$ cat src/rtl/bus_rr_xbar.sv
`default_nettype none
// ============================================================================
//  Module      : bus_rr_xbar
//  Description : N-host x M-device shared bus with round-robin arbitration,
//                device grant back-pressure, byte enables, pipelined
//                responses tracked by an ordered FIFO and decode-miss
//                error responses.
//  Ports       : clk_i / rst_ni         clock, async active-low reset
//                host_*                 per-host request / response channel
//                device_*               per-device request / response channel
//                cfg_device_addr_*      address map (hit when addr&mask==base)
//  Revision    : 1.0 - initial release
// ============================================================================
module bus_rr_xbar #(
    parameter int NrHosts        = 2,
    parameter int NrDevices      = 2,
    parameter int DataWidth      = 32,
    parameter int AddressWidth   = 32,
    parameter int MaxOutstanding = 4
) (
    input  logic                      clk_i,
    input  logic                      rst_ni,
    // host side
    input  logic [NrHosts-1:0]        host_req_i,
    output logic [NrHosts-1:0]        host_gnt_o,
    input  logic [AddressWidth-1:0]   host_addr_i  [NrHosts],
    input  logic [NrHosts-1:0]        host_we_i,
    input  logic [DataWidth/8-1:0]    host_be_i    [NrHosts],
    input  logic [DataWidth-1:0]      host_wdata_i [NrHosts],
    output logic [NrHosts-1:0]        host_rvalid_o,
    output logic [DataWidth-1:0]      host_rdata_o [NrHosts],
    output logic [NrHosts-1:0]        host_err_o,
    // device side
    output logic [NrDevices-1:0]      device_req_o,
    input  logic [NrDevices-1:0]      device_gnt_i,
    output logic [AddressWidth-1:0]   device_addr_o  [NrDevices],
    output logic [NrDevices-1:0]      device_we_o,
    output logic [DataWidth/8-1:0]    device_be_o    [NrDevices],
    output logic [DataWidth-1:0]      device_wdata_o [NrDevices],
    input  logic [NrDevices-1:0]      device_rvalid_i,
    input  logic [DataWidth-1:0]      device_rdata_i [NrDevices],
    // address map
    input  logic [AddressWidth-1:0]   cfg_device_addr_base [NrDevices],
    input  logic [AddressWidth-1:0]   cfg_device_addr_mask [NrDevices]
);

    localparam int c_HOST_IDX_W = (NrHosts > 1)   ? $clog2(NrHosts)   : 1;
    localparam int c_DEV_IDX_W  = (NrDevices > 1) ? $clog2(NrDevices) : 1;
    localparam int c_PTR_W      = $clog2(MaxOutstanding);
    localparam int c_CNT_W      = c_PTR_W + 1;

    // ------------------------------------------------------------------
    // State
    // ------------------------------------------------------------------
    logic [c_HOST_IDX_W-1:0] r_rr_ptr;
    logic [c_DEV_IDX_W-1:0]  r_last_dev;
    logic                    r_last_err;   // most recent issue was a decode miss
    logic [c_PTR_W-1:0]      r_wr_ptr;
    logic [c_PTR_W-1:0]      r_rd_ptr;
    logic [c_CNT_W-1:0]      r_count;

    logic [c_HOST_IDX_W-1:0] r_fifo_host [MaxOutstanding];
    logic [c_DEV_IDX_W-1:0]  r_fifo_dev  [MaxOutstanding];
    logic [MaxOutstanding-1:0] r_fifo_err;

    // ------------------------------------------------------------------
    // Combinational signals
    // ------------------------------------------------------------------
    logic                    w_win_valid;
    logic [c_HOST_IDX_W-1:0] w_win_idx;
    logic [AddressWidth-1:0] w_win_addr;
    logic                    w_hit;
    logic [c_DEV_IDX_W-1:0]  w_dev;
    logic                    w_empty;
    logic                    w_full;
    logic                    w_same_target;
    logic                    w_issue_ok;
    logic                    w_grant;
    logic [c_HOST_IDX_W-1:0] w_head_host;
    logic [c_DEV_IDX_W-1:0]  w_head_dev;
    logic                    w_head_err;
    logic                    w_pop;

    // Cyclic search starting at the round-robin pointer.
    always_comb begin
        int idx;
        idx         = 0;
        w_win_valid = 1'b0;
        w_win_idx   = '0;
        for (int i = 0; i < NrHosts; i++) begin
            idx = int'(r_rr_ptr) + i;
            if (idx >= NrHosts) begin
                idx = idx - NrHosts;
            end
            if (!w_win_valid && host_req_i[idx]) begin
                w_win_valid = 1'b1;
                w_win_idx   = c_HOST_IDX_W'(idx);
            end
        end
    end

    assign w_win_addr = host_addr_i[w_win_idx];

    // Address decode; iterate downwards so the lowest matching index wins.
    always_comb begin
        w_hit = 1'b0;
        w_dev = '0;
        for (int j = NrDevices - 1; j >= 0; j--) begin
            if ((w_win_addr & cfg_device_addr_mask[j]) == cfg_device_addr_base[j]) begin
                w_hit = 1'b1;
                w_dev = c_DEV_IDX_W'(j);
            end
        end
    end

    assign w_empty     = (r_count == '0);
    assign w_full      = (r_count == c_CNT_W'(MaxOutstanding));
    assign w_head_host = r_fifo_host[r_rd_ptr];
    assign w_head_dev  = r_fifo_dev[r_rd_ptr];
    assign w_head_err  = r_fifo_err[r_rd_ptr];

    // Error heads retire unconditionally; hit heads wait for their device.
    // Responses from any other device are simply not observed.
    assign w_pop = rst_ni && !w_empty && (w_head_err || device_rvalid_i[w_head_dev]);

    // A new request may only join a non-empty FIFO when it goes to the same
    // place as the most recent issue (same device, or both decode misses),
    // which guarantees responses return in FIFO order.
    assign w_same_target = w_hit ? (!r_last_err && (w_dev == r_last_dev)) : r_last_err;

    // A pop in the same cycle frees a slot, so a full FIFO does not block.
    assign w_issue_ok = rst_ni && w_win_valid && (!w_full || w_pop)
                        && (w_empty || w_same_target);
    assign w_grant    = w_issue_ok && (w_hit ? device_gnt_i[w_dev] : 1'b1);

    // ------------------------------------------------------------------
    // Output steering
    // ------------------------------------------------------------------
    always_comb begin
        host_gnt_o    = '0;
        host_rvalid_o = '0;
        host_err_o    = '0;
        device_req_o  = '0;
        device_we_o   = '0;
        for (int h = 0; h < NrHosts; h++) begin
            host_rdata_o[h] = '0;
        end
        for (int d = 0; d < NrDevices; d++) begin
            device_addr_o[d]  = '0;
            device_be_o[d]    = '0;
            device_wdata_o[d] = '0;
        end

        if (w_issue_ok && w_hit) begin
            device_req_o[w_dev]   = 1'b1;
            device_addr_o[w_dev]  = w_win_addr;
            device_we_o[w_dev]    = host_we_i[w_win_idx];
            device_be_o[w_dev]    = host_be_i[w_win_idx];
            device_wdata_o[w_dev] = host_wdata_i[w_win_idx];
        end

        if (w_grant) begin
            host_gnt_o[w_win_idx] = 1'b1;
        end

        if (w_pop) begin
            host_rvalid_o[w_head_host] = 1'b1;
            host_err_o[w_head_host]    = w_head_err;
            if (!w_head_err) begin
                host_rdata_o[w_head_host] = device_rdata_i[w_head_dev];
            end
        end
    end

    // ------------------------------------------------------------------
    // Control state
    // ------------------------------------------------------------------
    always_ff @(posedge clk_i or negedge rst_ni) begin
        if (!rst_ni) begin
            r_rr_ptr   <= '0;
            r_last_dev <= '0;
            r_last_err <= 1'b0;
            r_wr_ptr   <= '0;
            r_rd_ptr   <= '0;
            r_count    <= '0;
        end else begin
            if (w_grant) begin
                r_wr_ptr   <= r_wr_ptr + 1'b1;
                r_last_err <= !w_hit;
                if (w_hit) begin
                    r_last_dev <= w_dev;
                end
                r_rr_ptr <= (w_win_idx == c_HOST_IDX_W'(NrHosts - 1)) ? '0
                                                                       : w_win_idx + 1'b1;
            end
            if (w_pop) begin
                r_rd_ptr <= r_rd_ptr + 1'b1;
            end
            case ({w_grant, w_pop})
                2'b10:   r_count <= r_count + 1'b1;
                2'b01:   r_count <= r_count - 1'b1;
                default: r_count <= r_count;
            endcase
        end
    end

    // FIFO payload needs no reset: entries are only read while counted valid.
    always_ff @(posedge clk_i) begin
        if (w_grant) begin
            r_fifo_host[r_wr_ptr] <= w_win_idx;
            r_fifo_dev[r_wr_ptr]  <= w_hit ? w_dev : '0;
            r_fifo_err[r_wr_ptr]  <= !w_hit;
        end
    end

endmodule
`default_nettype wire

$ cat config.mk
export PLATFORM = sky130hd
export DESIGN_NAME = bus_rr_xbar
export DESIGN_NICKNAME = d
export VERILOG_FILES = /design/src/rtl/bus_rr_xbar.sv
export SDC_FILE = /design/constraint.sdc
export NUM_CORES = 1
export LEC_CHECK = 0
export BUFFER_PORTS_ARGS = -buffer_cell sky130_fd_sc_hd__buf_4
export CORE_AREA = 2 2 214 216
export CTS_BUF_LIST = sky130_fd_sc_hd__clkbuf_2 sky130_fd_sc_hd__clkbuf_4 sky130_fd_sc_hd__clkbuf_8
export DETAILED_ROUTE_END_ITERATION = 8
export DIE_AREA = 0 0 216 218
export GPL_ROUTABILITY_DRIVEN = 0
export GPL_TIMING_DRIVEN = 0
export SLEW_MARGIN = 20
export SYNTH_ARGS = -nofsm -noshare
export SYNTH_HDL_FRONTEND = slang
export SYNTH_SLANG_ARGS = --single-unit
export TNS_END_PERCENT = 5
$ cat constraint.sdc
create_clock -name clk_i -period 11.65 [get_ports clk_i]
set_clock_uncertainty 0.2 [all_clocks]
set_input_delay 0.5825 -clock clk_i [delete_from_list [all_inputs] [get_ports clk_i]]
set_output_delay 0.5825 -clock clk_i [all_outputs]
set_load 0.02 [all_outputs]
### Word-level counts from Yosys, hierarchy flattened

Memories as Yosys holds them, arrays and structs flattened.
Cells that the tools add are included.

| word-level totals | value |
|---|---|
| flip-flop bits (word level) | 14 |
| output and inout port bits | 210 |
| RAM bits | 8 |
| memories | 2 |
| bits of input ports | 338 |

Memory list:

| name | words | width | rd ports | clocked after Yosys merged registers in | wr ports | line | source |
|---|---|---|---|---|---|---|---|
| r_fifo_dev | 4 | 1 | 1 | 0 | 1 | 63 | `logic [c_DEV_IDX_W-1:0] r_fifo_dev [MaxOutstanding];` |
| r_fifo_host | 4 | 1 | 1 | 0 | 1 | 62 | `logic [c_HOST_IDX_W-1:0] r_fifo_host [MaxOutstanding];` |

| operators by class | value |
|---|---|
| bitwise logic cells | 12 |
| mux-type cells | 67 |
| magnitude comparators | 20 |
| add/subtract/negate cells | 8 |
| reductions and logical operators | 26 |
| eq/ne operators | 6 |

Operators by type and width:

| kind | count |
|---|---|
| two-way mux 32 bit | 13 |
| two-way mux 64 bit | 4 |
| bitwise AND 64 bit | 3 |
| bitwise AND 32 bit | 2 |
| demux 32 bit (select 1 bit) | 2 |
| == test 32 bit | 2 |
| < comparator 32 x 3 -> 1 bit, second input constant | 2 |
| two-way mux 1 bit | 30 |
| two-way mux 4 bit | 4 |
| logical AND 1 bit | 15 |
| >= comparator 2 bit, second input constant | 5 |
| two-way mux 2 bit | 5 |
| bitwise AND 8 bit | 1 |
| < comparator 1 x 2 -> 1 bit, second input constant | 4 |
| two-way mux 8 bit | 1 |
| NOT 1 -> 2 bit | 4 |
| < comparator 2 x 3 -> 1 bit, second input constant | 2 |
| case mux 3 bit (2 select lines) | 1 |
| logical NOT 1 bit | 5 |
| adder 2 x 1 -> 2 bit, second input constant | 2 |
| bitwise AND 2 bit | 2 |
| bitwise mux 4 bit | 1 |
| demux 4 bit (select 1 bit) | 1 |
| < comparator 2 x 1 -> 1 bit, second input constant | 2 |
| other kinds (20) | 26 |

### Depth between registers and ports, before layout

| logic depth | value |
|---|---|
| depth in word-level cells | 25 |
| mapped depth | 19 |
| gate-level depth less buffers | 15 |

### Worst setup path before layout

Ideal clock, no wire load.

| timing path | value |
|---|---|
| path kind | input-to-reg |
| start point | input host_req_i[0] |
| end point | register r_count[2] |
| arrival time | 3959 ps |
| cell stages on the path | 18 |
| path buffers | 3 |
| slack | 7412 ps |
| cell sequence | nor2b_1 -> buf_6 -> buf_6 -> o211ai_1 -> and3_1 -> nor4b_2 -> nand4_1 -> nor4_4 -> and2b_4 -> a2111oi_4 -> or3b_4 -> buf_6 -> ha_1 -> inv_1 -> fa_1 -> xor2_1 -> nor2_1 -> xor2_1 |

| on the way | value |
|---|---|
| word-level cells in the longest chain between the ends | 23 |

Ends and longest elaborated chain:

| item | line | source |
|---|---|---|
| from (decl) | 24 | `input logic [NrHosts-1:0] host_req_i,` |
| two-way mux 1 bit (implied by the code) (3 in a row) | 95 | `if (!w_win_valid && host_req_i[idx]) begin` |
| two-way mux 1 bit | 95 |  |
| logical NOT 1 bit | 95 |  |
| logical AND 1 bit | 95 |  |
| two-way mux 1 bit (*) | 95 |  |
| NOT 1 -> 2 bit (implied by the code) (*) | 102 | `assign w_win_addr = host_addr_i[w_win_idx];` |
| two-way mux 32 bit (implied by the code) (*) (3 in a row) | 102 |  |
| bitwise AND 32 bit | 109 | `if ((w_win_addr & cfg_device_addr_mask[j]) == cfg_device_addr_base[j]) begin` |
| (+3 left out) | n/a |  |
| named net w_dev | 73 | `logic [c_DEV_IDX_W-1:0] w_dev;` |
| == test 1 bit | 129 | `assign w_same_target = w_hit ? (!r_last_err && (w_dev == r_last_dev)) : r_last_err;` |
| logical AND 1 bit | 129 |  |
| two-way mux 1 bit | 129 |  |
| logical OR 1 bit | 133 | `&& (w_empty \|\| w_same_target);` |
| logical AND 1 bit | 133 |  |
| logical AND 1 bit (*) | 134 | `assign w_grant = w_issue_ok && (w_hit ? device_gnt_i[w_dev] : 1'b1);` |
| == test 2 x 1 -> 1 bit / == test 2 bit (equally long branches) | 199 | `case ({w_grant, w_pop})` |
| case mux 3 bit (2 select lines) / nonzero test 2 bit (equally long branches) | n/a |  |
| to (signal assigned) | 200 | `2'b10: r_count <= r_count + 1'b1;` |
| to (signal assigned) | 201 | `2'b01: r_count <= r_count - 1'b1;` |
| to (signal assigned) | 202 | `default: r_count <= r_count;` |
| to (decl) | 60 | `logic [c_CNT_W-1:0] r_count;` |

The timed path passes the listed nets; every way through them passes the cells marked *. The select of a mux whose other input is x is not followed.
A chain may end at the register's enable or synchronous reset.

==> run metrics <==
Post-synth EDFFs 12; CTS root buffer clkbuf_8; Die Y roughly 220 µm; Unique masters post-synth 43; Top FF cell, synth edfxtp_1; grt met3 use ~3.8%; clock network fraction of design power 8.3%; Clock Path Buffers 2; CTS tree built; Lkg Pwr about 5.1 nW; CP dominant cell by count buf_4; Crit path largest cell delay 0.81 ns; Flop pwr share ~13%; vias in the first global route 9141; Setup CP Type input pin to primary output; drt drc 0; post-route ant nets 0; RSZ-0062 raised after global routing false; Relative slew margins between 20% and 30%; Worst VDD drop 0.000103 V; Final Non-Filler Cells ~2000; CTS sink count 22; DRT iter0 DRCs approximately 600; final WL roughly 49000 µm; WHS about 0.3 ns; minimum clock period after layout ~6.3 ns; io pins about 550; filler instances 4992; DIE AREA approximately 0.047 mm²; Hold Path Class flip-flop to flip-flop; first-pass detailed-route iteration total 6; GR peak layer met2; H-tree level count 1; reported net switching power ~440 µW; layout cells sized above 1 a little under half; fmax ~160 MHz; core area around 0.045 mm²; Final Slew Violations 0; Ys Warns 0; post-cts sizing count 0; CTS Hold Bufs 1; crit share post-route 54.2%; max_cap viols 0; placed wire-length estimate between 30000 and 40000 µm; initial antenna violation count 13; crit path cell chain buf_4 > inv_2 > clkbuf_1 > o211ai_1 > nand3_1 > nor4b_1 > nand4_1 > nor4_4 > nor2_1 > o31ai_1 > or3b_1 > buf_2 > buf_4 > nor2_1 > buf_4; total grt overflow 0; Rows between 70 and 80; Post-CTS Setup Inserts 0; setup TNS 0 ns; Final Cell Area approximately 0.011 mm²; commonest non-fill, non-tap cells in the layout buf_4, nor2_1, mux2i_1; internal power between 400 and 500 µW; DR WL/cell roughly 25 µm; first-pass GRT wire length approximately 65000 µm; Vias/cell 4.68; CTS clk-pin slew, worst paths roughly 0.080 ns; Crit path arrival time between 5 and 6 ns; Global Route Usage Sum between 10% and 20%; Die X approximately 220 µm; Worst-Margin Slew 1.09 ns; Worst EP required ~11 ns; Setup crit start kind input pin; slowest CP cell clkbuf_1; Post-synth ARST share 45.5%; Cell Pwr Density a little over 80 mW/mm²; GRT met2 Usage around 36%; endpoints failing setup 0; final hold viol count 0; Worst Setup End Kind primary output; synthesized area between 0.005 and 0.006 mm²; # port buffers roughly 550; total power 868 µW; worst-skew pair later-pin latency 0.27 ns; status finished, final reports clean; M1 GR Usage a little over 20%; most common cell after layout, fill and taps aside buf_4; Post-Syn Instances a little under 800; Sw Ratio roughly half; synthesized flop and latch total 22; crit-path max FO 10; vias 9148; placed insts a little under 2000; mean post-synth cell area between 6 and 7 µm²; Layout Area Growth over Synthesis 89.3%; Synth Net Count 1139; pin count of the biggest net entering global routing 14; Final Net Count roughly 1700; Gate power share 78.3%; Initial Utilization about an eighth; CTS buffer count 3; Seq/Total Area, Yosys 11.0%; placed cell areas 0.0104 mm²
-- cell families after synthesis --
logic type | Yosys count | share of synthesized area (%)
simple gates | 432 | 42.1
compound gates | 135 | 15.7
mux | 108 | 20.4
buf+inv | 86 | 8.39
flops | 22 | 11.0
xor+xnor | 6 | 0.947
fa+ha+maj | 6 | 1.49
-- cells in the mapped netlist (3+ instances only) --
cell type  number  share of area (%)
nor2_1        179                 12
mux2i_1       102                 18
nand4_1        72                8.1
and3_1         71                8.0
a21oi_1        64                5.8
o211ai_1       64                8.7
and2_1         34                3.8
clkbuf_1       26                1.8
nand3_1        26                2.3
nor4b_1        24                3.8
buf_4          22                3.0
buf_2          12                1.1
edfxtp_1       12                6.5
inv_1          12               0.81
dfrtp_1        10                4.5
buf_6           6                1.2
nor4_1          6               0.68
ha_1            5                1.1
buf_1           4               0.27
inv_2           4               0.27
nor2b_1         4               0.45
mux4_2          3                1.2
nand2_1         3               0.20
nor4b_2         3               0.81
xnor2_1         3               0.47
xor2_1          3               0.47
-- cell type report --
cell class	instances	area, µm²	share of cell area (%)
diodes	7	17.5	0.167
repair buffers	548	4120	39.2
flip-flops and latches	22	611	5.81
well taps	600	751	7.14
clock buffers	3	41.3	0.393
inverters	16	60.1	0.572
plain buffers	70	407	3.87
multi-input cells	687	4470	42.6
clock inverters	1	30.0	0.286
-- through the flow --
step | setup WS [ns] | utilization, %
global placement | 5.24 | 23.2
finish | 5.34 | 23.4
floorplan | 7.41 | -
global route | 4.90 | 23.4
detailed placement | 5.16 | 23.2
CTS | 5.15 | 23.4
-- power by group through the flow --
stage                     Clock [mW]  Combinational, mW  Sequential, mW
after floorplan                    0              0.376           0.115
after detailed placement           0              0.679           0.119
after CTS                     0.0732              0.681           0.117
after global routing          0.0767              0.728           0.119
after global placement             0              0.669           0.117
final                         0.0718              0.680           0.116
-- path summary, 6_finish.rpt --
kind	start	to	slack, ns	cells after the start
max in group asynchronous	rst_ni	r_rd_ptr[1]$_DFFE_PN0P_	10.57	2
worst max-delay path	host_req_i[1]	device_addr_o[51]	5.34	15
worst min-delay path	r_count[2]$_DFFE_PN0P_	r_count[2]$_DFFE_PN0P_	0.30	1
worst min register to register	r_count[2]$_DFFE_PN0P_	r_count[2]$_DFFE_PN0P_	0.30	1
min in group asynchronous	rst_ni	r_rr_ptr$_DFFE_PN0P_	0.52	2
worst max register to register	r_rr_ptr$_DFFE_PN0P_	r_count[2]$_DFFE_PN0P_	5.97	19
-- sequential cells by signal, summed over array words and instances, names as in the netlist --
signal,cells
r_fifo_dev,4
r_fifo_err,4
r_fifo_host,4
r_count,3
r_rd_ptr,2
r_wr_ptr,2
r_last_dev,1
r_last_err,1
r_rr_ptr,1
-- layer usage --
metal,wire length (µm),share of wire (%),vias to the layer above
met5,54,0.11,-
met4,2570,5.3,8
met3,3810,7.8,146
met2,24400,50,653
met1,17900,37,4251
li1,-,-,4090
-- critical path, delay by kind of cell --
kind                   cells  cell delay (ns)
and+or+nand+nor            7             2.27
buffers and inverters      6             1.87
AOI/OAI and AO/OA          2             0.77
(Power assumes the default switching activity.)
